## src/rtl/pe_job_arb_pkg.sv

```systemverilog
// rtl/pe_job_arb_pkg.sv - shared state encoding and parameter defaults for pe_job_arb
package pe_job_arb_pkg;

  localparam int DW_DEFAULT    = 64;
  localparam int LEN_W_DEFAULT = 16;

  typedef enum logic [1:0] {
    ST_IDLE  = 2'd0,
    ST_RUN   = 2'd1,
    ST_DRAIN = 2'd2
  } state_e;

endpackage

```

## src/rtl/rr_arb2.sv

```systemverilog
// rtl/rr_arb2.sv - two-way round-robin pick; on contention the requester not last served wins
module rr_arb2 (
  input  logic [1:0] req,
  input  logic       last,
  output logic [1:0] pick
);

  always_comb begin
    pick = req;
    if (req == 2'b11) begin
      pick = last ? 2'b01 : 2'b10;
    end
  end

endmodule

```

## src/rtl/pe_job_arb.sv

```systemverilog
// rtl/pe_job_arb.sv - grants one of two requesters exclusive use of a PE for a counted job
module pe_job_arb
  import pe_job_arb_pkg::*;
#(
  parameter int DW    = DW_DEFAULT,
  parameter int LEN_W = LEN_W_DEFAULT
) (
  input  logic             CLK,
  input  logic             SYS_RST_N,
  input  logic [1:0]       REQ,
  input  logic [LEN_W-1:0] LEN0,
  input  logic [LEN_W-1:0] LEN1,
  output logic [1:0]       GNT,
  output logic [1:0]       DONE,
  input  logic [2*DW-1:0]  S_D,
  input  logic [2*DW-1:0]  S_D2,
  input  logic [1:0]       S_VALID,
  input  logic [1:0]       S_D2_VALID,
  output logic [1:0]       S_BP,
  output logic [1:0]       S_D2_BP,
  output logic [DW-1:0]    PE_D,
  output logic [DW-1:0]    PE_D2,
  output logic             PE_D_VALID,
  output logic             PE_D2_VALID,
  input  logic             PE_D_BP,
  input  logic             PE_D2_BP,
  input  logic [DW-1:0]    PE_Q,
  input  logic             PE_Q_VALID,
  output logic             PE_Q_BP,
  output logic [DW-1:0]    M_Q,
  output logic [1:0]       M_Q_VALID,
  input  logic [1:0]       M_Q_BP,
  output logic             ERR
);

  localparam logic [LEN_W-1:0] CNT_ONE = LEN_W'(1);

  state_e           state_q, state_d;
  logic [1:0]       gnt_q, gnt_d;
  logic [1:0]       done_q, done_d;
  logic             last_q, last_d;
  logic             err_q, err_d;
  logic [LEN_W-1:0] in_cnt_q, in_cnt_d;
  logic [LEN_W-1:0] in2_cnt_q, in2_cnt_d;
  logic [LEN_W-1:0] out_cnt_q, out_cnt_d;

  logic [1:0]       pick;
  logic [LEN_W-1:0] pick_len;
  logic             g;
  logic             active;
  logic             in_live, in2_live, out_live;
  logic             fwd, fwd2, ret;

  rr_arb2 u_rr_arb2 (
    .req  (REQ),
    .last (last_q),
    .pick (pick)
  );

  assign g        = gnt_q[1];
  assign active   = (state_q != ST_IDLE);
  assign in_live  = (in_cnt_q != '0);
  assign in2_live = (in2_cnt_q != '0);
  assign out_live = (out_cnt_q != '0);
  assign pick_len = pick[1] ? LEN1 : LEN0;

  always_comb begin
    PE_D        = g ? S_D[2*DW-1:DW]  : S_D[DW-1:0];
    PE_D2       = g ? S_D2[2*DW-1:DW] : S_D2[DW-1:0];
    PE_D_VALID  = active & S_VALID[g] & in_live;
    PE_D2_VALID = active & S_D2_VALID[g] & in2_live;
    S_BP        = 2'b11;
    S_D2_BP     = 2'b11;
    M_Q         = PE_Q;
    M_Q_VALID   = 2'b00;
    PE_Q_BP     = active & M_Q_BP[g];
    if (active) begin
      S_BP[g]      = PE_D_BP | ~in_live;
      S_D2_BP[g]   = PE_D2_BP | ~in2_live;
      M_Q_VALID[g] = PE_Q_VALID;
    end
  end

  assign fwd  = PE_D_VALID & ~PE_D_BP;
  assign fwd2 = PE_D2_VALID & ~PE_D2_BP;
  assign ret  = active & PE_Q_VALID & ~M_Q_BP[g] & out_live;

  always_comb begin
    state_d   = state_q;
    gnt_d     = gnt_q;
    done_d    = 2'b00;
    last_d    = last_q;
    err_d     = err_q;
    in_cnt_d  = in_cnt_q;
    in2_cnt_d = in2_cnt_q;
    out_cnt_d = out_cnt_q;

    // A result with no job expecting it has nowhere to go
    if (PE_Q_VALID && (!active || !out_live)) begin
      err_d = 1'b1;
    end

    case (state_q)
      ST_IDLE: begin
        if (REQ != 2'b00) begin
          if (pick_len == '0) begin
            done_d = pick;
            last_d = pick[1];
          end else begin
            in_cnt_d  = pick_len;
            in2_cnt_d = pick_len;
            out_cnt_d = pick_len;
            gnt_d     = pick;
            state_d   = ST_RUN;
          end
        end
      end
      ST_RUN, ST_DRAIN: begin
        if (fwd)  in_cnt_d  = in_cnt_q - CNT_ONE;
        if (fwd2) in2_cnt_d = in2_cnt_q - CNT_ONE;
        if (ret)  out_cnt_d = out_cnt_q - CNT_ONE;
        // The last result ends the job even if it lands with the last input word
        if (out_cnt_d == '0) begin
          gnt_d     = 2'b00;
          done_d    = gnt_q;
          last_d    = g;
          in_cnt_d  = '0;
          in2_cnt_d = '0;
          state_d   = ST_IDLE;
        end else if (in_cnt_d == '0 && in2_cnt_d == '0) begin
          state_d = ST_DRAIN;
        end
      end
      default: state_d = ST_IDLE;
    endcase
  end

  always_ff @(posedge CLK or negedge SYS_RST_N) begin
    if (!SYS_RST_N) begin
      state_q   <= ST_IDLE;
      gnt_q     <= 2'b00;
      done_q    <= 2'b00;
      last_q    <= 1'b1;
      err_q     <= 1'b0;
      in_cnt_q  <= '0;
      in2_cnt_q <= '0;
      out_cnt_q <= '0;
    end else begin
      state_q   <= state_d;
      gnt_q     <= gnt_d;
      done_q    <= done_d;
      last_q    <= last_d;
      err_q     <= err_d;
      in_cnt_q  <= in_cnt_d;
      in2_cnt_q <= in2_cnt_d;
      out_cnt_q <= out_cnt_d;
    end
  end

  assign GNT  = gnt_q;
  assign DONE = done_q;
  assign ERR  = err_q;

endmodule

```

## config.mk

```make
export PLATFORM = sky130hd
export DESIGN_NAME = pe_job_arb
export DESIGN_NICKNAME = d
export VERILOG_FILES = /design/src/rtl/pe_job_arb_pkg.sv /design/src/rtl/rr_arb2.sv /design/src/rtl/pe_job_arb.sv
export SDC_FILE = /design/constraint.sdc
export NUM_CORES = 1
export LEC_CHECK = 0
export ABC_CLOCK_PERIOD_IN_PS = 2800
export CAP_MARGIN = 10
export CORE_AREA = 2 2 222 224
export DETAILED_ROUTE_END_ITERATION = 7
export DIE_AREA = 0 0 224 226
export PLACE_DENSITY_LB_ADDON = 0.15
export SLEW_MARGIN = 20
export SYNTH_ARGS = -nofsm -noshare
export SYNTH_HDL_FRONTEND = slang
export SYNTH_SLANG_ARGS = --single-unit
```

## constraint.sdc

```tcl
create_clock -name CLK -period 2.8 [get_ports CLK]
set_input_delay 0.56 -clock CLK [delete_from_list [all_inputs] [get_ports CLK]]
set_output_delay 0.56 -clock CLK [all_outputs]
set_load 0.005 [all_outputs]
```

==> results.md, run 1 <==
- **clock input transition at the sequential cells of the worst setup and hold paths** 0.09 ns
- **number of global-route vias before repair** 8,939
- **final sum of negative setup slack** 0 ns
- **family of cells with the greatest summed delay on the critical path** buffers and inverters
- **Final Setup Violations** 0
- **Cells after Synth** 799
- **input/output buffers** 442
- **Power Dens Cells** 830 mW/mm2
- **WP buf/inv** 4
- **fin crit share** 99.6%
- **GRT Residual Overflow** 0
- **critical path launch point type** flop
- **number of H-tree branching levels** 2
- **initial antenna violation count** 34
- **setup clock skew after layout** 0.0122 ns
- **number of hold violations in the final report** 0
- **Vias per Instance** 4.42
- **Max Fanout on Critical Path** 17
- **buffer levels on the longest clock path** 2
- **leakage dissipation** 5.64 nW
- **Final Cell Area** 0.0136 mm2
- **DIE AREA** 0.0506 mm2
- **Seq. cell area** 0.00141 mm2
- **unrepaired setup endpoints after global routing** true
- **hold-fix buffers at CTS** 0
- **Most used DFF post-synth** sky130_fd_sc_hd__dfrtp_1
- **CTS Root Cell** sky130_fd_sc_hd__clkbuf_16
- **antenna-violating nets left** 0
- **total nets after synthesis** 1,171
- **shortest clock period the worst path allows after layout** 2.79 ns
- **main combinational cell family by area after synthesis** multiplexers
- **max-slew headroom at the worst pin** 56.9%
- **class of the most critical hold timing path** primary input to async pin
- **Sink Count** 56
- **maximum number of pins on one net before global-route repair** 29
- **count of fill cells added during filler insertion** 5,216
- **detailed placement HPWL** 48,600 um
- **Maximum Capacitance Violations** 0
- **Synth Area in XOR/XNOR** 1.35%
- **remaining routing DRC violations** 0
- **final net count** 1,738
- **async set or reset register ratio after synthesis** 100%
- **Worst-Skew Late Latency** 0.32 ns
- **status** completed
- **number of DRC markers in iteration 0** 497
- **multiplexer share of the synthesized area** 23.9%
- **io pins** 571
- **post-synthesis share of cell area spent on full adders, half adders and majority gates** 1.35%
- **part of the Yosys area used for sequential elements** 21.7%
- **Worst IR Drop VDD** 0.334 mV
- **Final Max Tran Viols** 0
- **global-route wire length before repair** 75,500 um
- **Routed WL per cell** 28.6 um
- **total number of yosys warnings** 0
- **required time at the worst-slack endpoint** 2.24 ns
- **Fmax achieved** 359 MHz
- **relative area change from synthesis to final layout** 110%
- **transition at the pin with the smallest max-transition slack** 0.646 ns
- **TritonCTS clock tree** yes
- **last weighted congestion value of the routability-driven placer** 0.905
- **All-Layer GR Usage** 21.9%
- **number of standard-cell rows in the floorplan** 81
- **proportion of layout cells with a drive suffix above 1** 32.6%
- **area occupied by multi-input gates** 0.00463 mm2
- **crit path capture type** output pin
- **CORE AREA** 0.0483 mm2
- **final core utilization** 28.0%
- **Avg Inst Size Synth** 8.10 um2
- **endpoint arrival time on the critical path** 2.23 ns
- **Critical Path, Cell by Cell** buf_4, buf_12, buf_16, mux2_2, clkdlybuf4s50_1
- **area share of and/or/nand/nor cells after synthesis** 21.4%
- **library cell contributing the largest single delay on the critical path** sky130_fd_sc_hd__dfrtp_4
- **aggregate routed wire length** 57,000 um
- **area post-placement** 0.0126 mm2
- **minimum hold slack** 0.200 ns
- **effective utilization at floorplan** 13.4%
- **Synth Cell Area** 0.00647 mm2
- **Pre-Repair DR Iteration Count** 5
- **die boundary width** 224 um
- **maximum single-stage delay on the critical path** 0.49 ns
- **Worst Path Class, Setup** flop to output pin
- **library cells used by synthesis** 70
- **post-synthesis compound-gate area fraction** 18.0%
- **number of clock buffers inserted by TritonCTS** 5
- **via count** 8,817
- **number of flops mapped to enable cells by yosys** 0
- **vertical die dimension** 226 um
- **#FFs+latches synth** 56
-- what timing repair did --
action / CTS / global route
resized for setup: 86 / 70
setup buffers: 12 / 15
pin swaps: 14 / 22
setup endpoints to repair: 163 / 64
cloned: 4 / 1
-- cells in the mapped netlist, types with 4 or more instances --
library cell | n | area, um2
sky130_fd_sc_hd__a21oi_1 | 55 | 275
sky130_fd_sc_hd__a221o_1 | 12 | 120
sky130_fd_sc_hd__a22o_1 | 4 | 35.0
sky130_fd_sc_hd__a31oi_1 | 16 | 100
sky130_fd_sc_hd__and2_1 | 5 | 31.3
sky130_fd_sc_hd__and3_1 | 5 | 31.3
sky130_fd_sc_hd__and4_1 | 4 | 35.0
sky130_fd_sc_hd__buf_2 | 12 | 60.1
sky130_fd_sc_hd__buf_4 | 65 | 488
sky130_fd_sc_hd__clkbuf_1 | 34 | 128
sky130_fd_sc_hd__dfrtp_1 | 55 | 1380
sky130_fd_sc_hd__ha_1 | 7 | 87.6
sky130_fd_sc_hd__inv_1 | 26 | 97.6
sky130_fd_sc_hd__mux2_2 | 130 | 1460
sky130_fd_sc_hd__mux2i_1 | 7 | 70.1
sky130_fd_sc_hd__nand2_1 | 74 | 278
sky130_fd_sc_hd__nand3_1 | 16 | 80.1
sky130_fd_sc_hd__nand4_1 | 11 | 68.8
sky130_fd_sc_hd__nor2_1 | 60 | 225
sky130_fd_sc_hd__nor2b_1 | 4 | 25.0
sky130_fd_sc_hd__nor3_1 | 25 | 125
sky130_fd_sc_hd__nor4_1 | 17 | 106
sky130_fd_sc_hd__o21ai_0 | 46 | 230
sky130_fd_sc_hd__o21ai_1 | 10 | 50.1
sky130_fd_sc_hd__o22ai_1 | 7 | 43.8
sky130_fd_sc_hd__o31ai_1 | 4 | 30.0
sky130_fd_sc_hd__or3_1 | 7 | 43.8
sky130_fd_sc_hd__or4_1 | 6 | 45.0
sky130_fd_sc_hd__xnor2_1 | 5 | 43.8
sky130_fd_sc_hd__xor2_1 | 5 | 43.8
-- final timing paths --
path	from	to	slack, ns	cells after the start
hold / removal	SYS_RST_N	DONE[1]$_DFF_PN0_	0.20	1
setup / recovery	GNT[1]$_DFFE_PN0P_	PE_D[44]	0.01	5
min in group CLK	ERR$_DFFE_PN0P_	ERR$_DFFE_PN0P_	0.48	1
hold reg to reg	ERR$_DFFE_PN0P_	ERR$_DFFE_PN0P_	0.48	1
setup reg to reg	GNT[1]$_DFFE_PN0P_	in2_cnt_q[15]$_DFFE_PN0P_	0.03	10
max in group asynchronous	SYS_RST_N	in_cnt_q[5]$_DFFE_PN0P_	1.94	2
-- report_power, final --
part,switching (mW),leakage [nW],internal (mW)
Clock,0.358,0.0840,0.428
Sequential,0.446,0.680,1.20
Combinational,4.28,4.87,4.53
Total,5.09,5.64,6.17
-- worst reg2reg max path: cells and delay by family (launching register included) --
kind | cells | cell delay, ns
buffers and inverters | 2 | 0.28
DFF | 1 | 0.54
AOI/OAI and AO/OA | 2 | 0.39
muxes | 1 | 0.26
and+or+nand+nor | 5 | 1.22
-- sequential cells by signal, summed over array words and instances, names as in the netlist --
register / cells
last_q: 1
in_cnt_q: 16
ERR: 1
out_cnt_q: 16
DONE: 2
in2_cnt_q: 16
GNT: 2
state_q: 2
-- metrics by stage --
| stage | instances | total power, mW | setup slack (ns) |
|---|---|---|---|
| after floorplan | 799 | 5.06 | 0.174 |
| after global placement | 1950 | 9.73 | -0.461 |
| after detailed placement | 1950 | 9.70 | -0.496 |
| after CTS | 1974 | 11.1 | -0.00214 |
| after global routing | 1992 | 12.0 | -0.117 |
| final | 1997 | 11.3 | 0.0124 |
-- layer usage --
| metal | share of wire [%] | up-vias | GRT usage [%] |
|---|---|---|---|
| li1 | - | 4017 | - |
| met3 | 9.5 | 74 | 6.60 |
| met2 | 45 | 437 | 35.3 |
| met5 | 0.10 | - | 0 |
| met1 | 44 | 4279 | 29.1 |
| met4 | 1.5 | 10 | 3.29 |
-- layout make-up --
| cell class | count | area share [%] |
|---|---|---|
| Clock buffer | 5 | 0.923 |
| Clock inverter | 3 | 0.351 |
| Inverter | 26 | 0.720 |
| Multi-Input combinational cell | 603 | 34.2 |
| Timing Repair Buffer | 674 | 47.6 |
| Tap cell | 622 | 5.74 |
| Antenna cell | 8 | 0.148 |
| Sequential cell | 56 | 10.4 |
-- placed cells by master, fill, tap and decap left out, types with 5 or more instances in the layout --
cell type	count
sky130_fd_sc_hd__or4_1	5
sky130_fd_sc_hd__nand3_1	13
sky130_fd_sc_hd__nor4_1	11
sky130_fd_sc_hd__inv_1	20
sky130_fd_sc_hd__dlymetal6s2s_1	28
sky130_fd_sc_hd__inv_2	6
sky130_fd_sc_hd__clkdlybuf4s50_1	382
sky130_fd_sc_hd__diode_2	8
sky130_fd_sc_hd__clkbuf_16	6
sky130_fd_sc_hd__dfrtp_1	54
sky130_fd_sc_hd__nor3_1	20
sky130_fd_sc_hd__a31oi_1	16
sky130_fd_sc_hd__nand2_1	72
sky130_fd_sc_hd__nor4_2	6
sky130_fd_sc_hd__xnor2_1	5
sky130_fd_sc_hd__o22ai_1	6
sky130_fd_sc_hd__mux2_4	5
sky130_fd_sc_hd__buf_16	6
sky130_fd_sc_hd__nor2_1	58
sky130_fd_sc_hd__nor3_2	7
sky130_fd_sc_hd__mux2_2	125
sky130_fd_sc_hd__a221o_1	12
sky130_fd_sc_hd__o21ai_0	42
sky130_fd_sc_hd__a21oi_1	50
sky130_fd_sc_hd__o21ai_1	14
sky130_fd_sc_hd__dlygate4sd2_1	27
sky130_fd_sc_hd__buf_12	8
sky130_fd_sc_hd__mux2i_1	7
sky130_fd_sc_hd__or3_1	6
sky130_fd_sc_hd__nand4_1	11
sky130_fd_sc_hd__buf_4	215
-- cell families (layout without fill, tap and decap cells) --
kind of cell | count (synthesis) | in the layout
multiplexers | 138 | 138
other | 0 | 8
adder cells (fa/ha/maj) | 7 | 7
AND/OR/NAND/NOR | 262 | 262
AO/OA/AOI/OAI | 186 | 186
flip-flops | 56 | 56
buffers and inverters | 140 | 708
XOR/XNOR | 10 | 10
Note: power is estimated with default switching activity, not from simulation.
==> run 2, diff against run 1 <==
Settings changed: ABC_CLOCK_PERIOD_IN_PS 2800 to 2270, CORE_AREA 2 2 222 224 to 2 2 223 225, DIE_AREA 0 0 224 226 to 0 0 225 227.
Clock period 2.8 ns to 2.27 ns, I/O delays scaled along.
==> results.md, run 2 (synthesis gave the netlist of run 1 again) <==
- **die boundary width** 225 um, +0.45%
- **detailed placement HPWL** 52,600 um, +8.2%
- **number of global-route vias before repair** 9,544, +6.8%
- **required time at the worst-slack endpoint** 2.47 ns, +0.23 ns
- **fin crit share** 121%
- **shortest clock period the worst path allows after layout** 2.76 ns
- **max-slew headroom at the worst pin** 56.5%, -0.39 points
- **library cell contributing the largest single delay on the critical path** sky130_fd_sc_hd__or4_4
- **GRT Residual Overflow** 0, unchanged
- **vertical die dimension** 227 um, +0.44%
- **Worst Path Class, Setup** flop to flop
- **Final Max Tran Viols** 0, unchanged
- **buffer levels on the longest clock path** 2, unchanged
- **Worst Setup Slack, final** -0.486 ns, -0.498 ns
- **io pins** 571, unchanged
- **Pre-Repair DR Iteration Count** 5, unchanged
- **Power Dens Cells** 1140 mW/mm2, +37%
- **DIE AREA** 0.0511 mm2, +0.89%
- **antenna-violating nets left** 0, unchanged
- **Maximum Capacitance Violations** 0, unchanged
- **endpoint arrival time on the critical path** 2.96 ns, +0.73 ns
- **number of DRC markers in iteration 0** 702, +41%
- **Worst IR Drop VDD** 0.480 mV, +44%
- **number of standard-cell rows in the floorplan** 81, unchanged
- **worst slack at placement** -0.909 ns, -0.413 ns
- **All-Layer GR Usage** 24.5%, +2.6 points
- **proportion of layout cells with a drive suffix above 1** 50.9%, +18 points
- **Vias per Instance** 4.52, +2.3%
- **leakage dissipation** 6.46 nW, +15%
- **crit path capture type** flop
- **initial antenna violation count** 44, +29%
- **WP buf/inv** 4, unchanged
- **final sum of negative setup slack** -42.44 ns, -42.44 ns
- **Max Fanout on Critical Path** 6, -11
- **transition at the pin with the smallest max-transition slack** 0.652 ns, +0.00586 ns
- **violated checks** setup timing
- **most common cell after layout, fill and taps aside** sky130_fd_sc_hd__clkdlybuf4s50_1
- **via count** 9,397, +6.6%
- **number of H-tree branching levels** 2, unchanged
- **number of hold violations in the final report** 0, unchanged
- **Worst-Skew Late Latency** 0.32 ns, about the same
- **Critical Path, Cell by Cell** buf_12, mux2i_2, buf_6, nand2_4, or4_4, o41ai_4, buf_4, a31o_4, buf_4, nor2_4, a221o_1
- **class of the most critical hold timing path** primary input to async pin
- **maximum single-stage delay on the critical path** 0.55 ns, +0.06 ns
- **TritonCTS clock tree** yes
- **global-route wire length before repair** 83,600 um, +11%
- **Final Setup Violations** 174, +174
- **status** complete, but fails checks
- **aggregate routed wire length** 64,200 um, +13%
- **last weighted congestion value of the routability-driven placer** 0.954, +5.5%
- **Sink Count** 56, unchanged
- **input/output buffers** 442, unchanged
- **top library cells by usage in the layout, fill and taps aside** sky130_fd_sc_hd__clkdlybuf4s50_1, sky130_fd_sc_hd__buf_4, sky130_fd_sc_hd__buf_6
- **setup clock skew after layout** 0.0121 ns, -0.000141 ns
- **Routed WL per cell** 30.9 um, +8.0%
- **Top cell by count, worst path** sky130_fd_sc_hd__buf_4
- **remaining routing DRC violations** 0, unchanged
- **CORE AREA** 0.0485 mm2, +0.42%
- **final net count** 1,820, +4.7%
- **unrepaired setup endpoints after global routing** true
- **critical path launch point type** flop
- **relative area change from synthesis to final layout** 136%
- **maximum number of pins on one net before global-route repair** 36, +24%
- **Regs by FF count** in2_cnt_q (16), in_cnt_q (16), out_cnt_q (16)
- **clock input transition at the sequential cells of the worst setup and hold paths** 0.09 ns, about the same
- **CTS Root Cell** sky130_fd_sc_hd__clkbuf_16
- **number of clock buffers inserted by TritonCTS** 5, unchanged
- **family of cells with the greatest summed delay on the critical path** simple AND/OR/NAND/NOR gates
- **Fmax achieved** 363 MHz
- **effective utilization at floorplan** 13.3%, -0.056 points
run 2: cell count changes in the layout (fill, tap and decap cells not counted), sizes merged:
cell,delta
buf,+197
clkbuf,+15
clkdlybuf4s15,+3
clkdlybuf4s50,-111
clkinv,-1
diode,+2
dlygate4sd2,+4
dlymetal6s2s,-25
run 2: timing repair:
item	in CTS	in global routing
hold buffers	0	0
gates resized for setup	709	155
buffers inserted	59	25
pin swaps	46	26
cloned	20	2
endpoints found under the setup margin	188	169
run 2: layout make-up:
type,instances,area [um2]
Sequential cell,56,1410
Fill cell,5118,33300
Tap cell,622,778
Inverter,26,100
Clock buffer,6,129
Clock inverter,2,35.0
Antenna cell,10,25.0
Multi-Input combinational cell,603,5320
Timing Repair Buffer,756,7480
run 2: power by group:
group | switching [mW] | leakage (nW) | internal (mW)
logic | 6.75 | 5.70 | 7.70
clock network | 0.443 | 0.0809 | 0.523
registers | 0.498 | 0.675 | 1.49
total | 7.69 | 6.46 | 9.71
run 2: through the flow:
stage          instance area (um2)  total power, mW  utilization [%]  hold WS (ns)  std cells
2_1_floorplan                 6780             6.67                -         0.158        799
3_3_place_gp                 13000             12.8             26.8         0.381       1967
3_5_place_dp                 13000             12.7             26.8         0.378       1967
4_1_cts                      14600             16.5             30.2        0.0319       2051
5_1_grt                      15300             18.3             31.4        0.0387       2072
6_report                     15300             17.4             31.5        0.0319       2081
run 2: routing by layer:
layer	global-route usage [%]	vias to the layer above	share of wire, %
li1	-	4197	-
met1	31.8	4611	43
met2	38.3	498	44
met3	10.5	73	12
met4	3.80	18	1.4
met5	0	-	0.18
run 2: worst register-to-register path, cell delays in order (launching register included):
cell and delay [ns]:
sky130_fd_sc_hd__dfrtp_4 0.52, sky130_fd_sc_hd__buf_12 0.15, sky130_fd_sc_hd__mux2i_2 0.20, sky130_fd_sc_hd__buf_6 0.16
sky130_fd_sc_hd__nand2_4 0.05, sky130_fd_sc_hd__or4_4 0.55, sky130_fd_sc_hd__o41ai_4 0.06, sky130_fd_sc_hd__buf_4 0.19
sky130_fd_sc_hd__a31o_4 0.23, sky130_fd_sc_hd__buf_4 0.15, sky130_fd_sc_hd__nor2_4 0.05, sky130_fd_sc_hd__a221o_1 0.33
run 2: final timing paths:
path / start / to / slack, ns / depth (start not counted)
max: GNT[1]$_DFFE_PN0P_ / in_cnt_q[10]$_DFFE_PN0P_ / -0.49 / 11
min: SYS_RST_N / out_cnt_q[12]$_DFFE_PN0P_ / 0.03 / 1
max reg2reg: GNT[1]$_DFFE_PN0P_ / in_cnt_q[10]$_DFFE_PN0P_ / -0.49 / 11
min reg2reg: ERR$_DFFE_PN0P_ / ERR$_DFFE_PN0P_ / 0.49 / 1
max in group asynchronous: SYS_RST_N / last_q$_DFFE_PN1P_ / 1.63 / 2
min in group CLK: ERR$_DFFE_PN0P_ / ERR$_DFFE_PN0P_ / 0.49 / 1
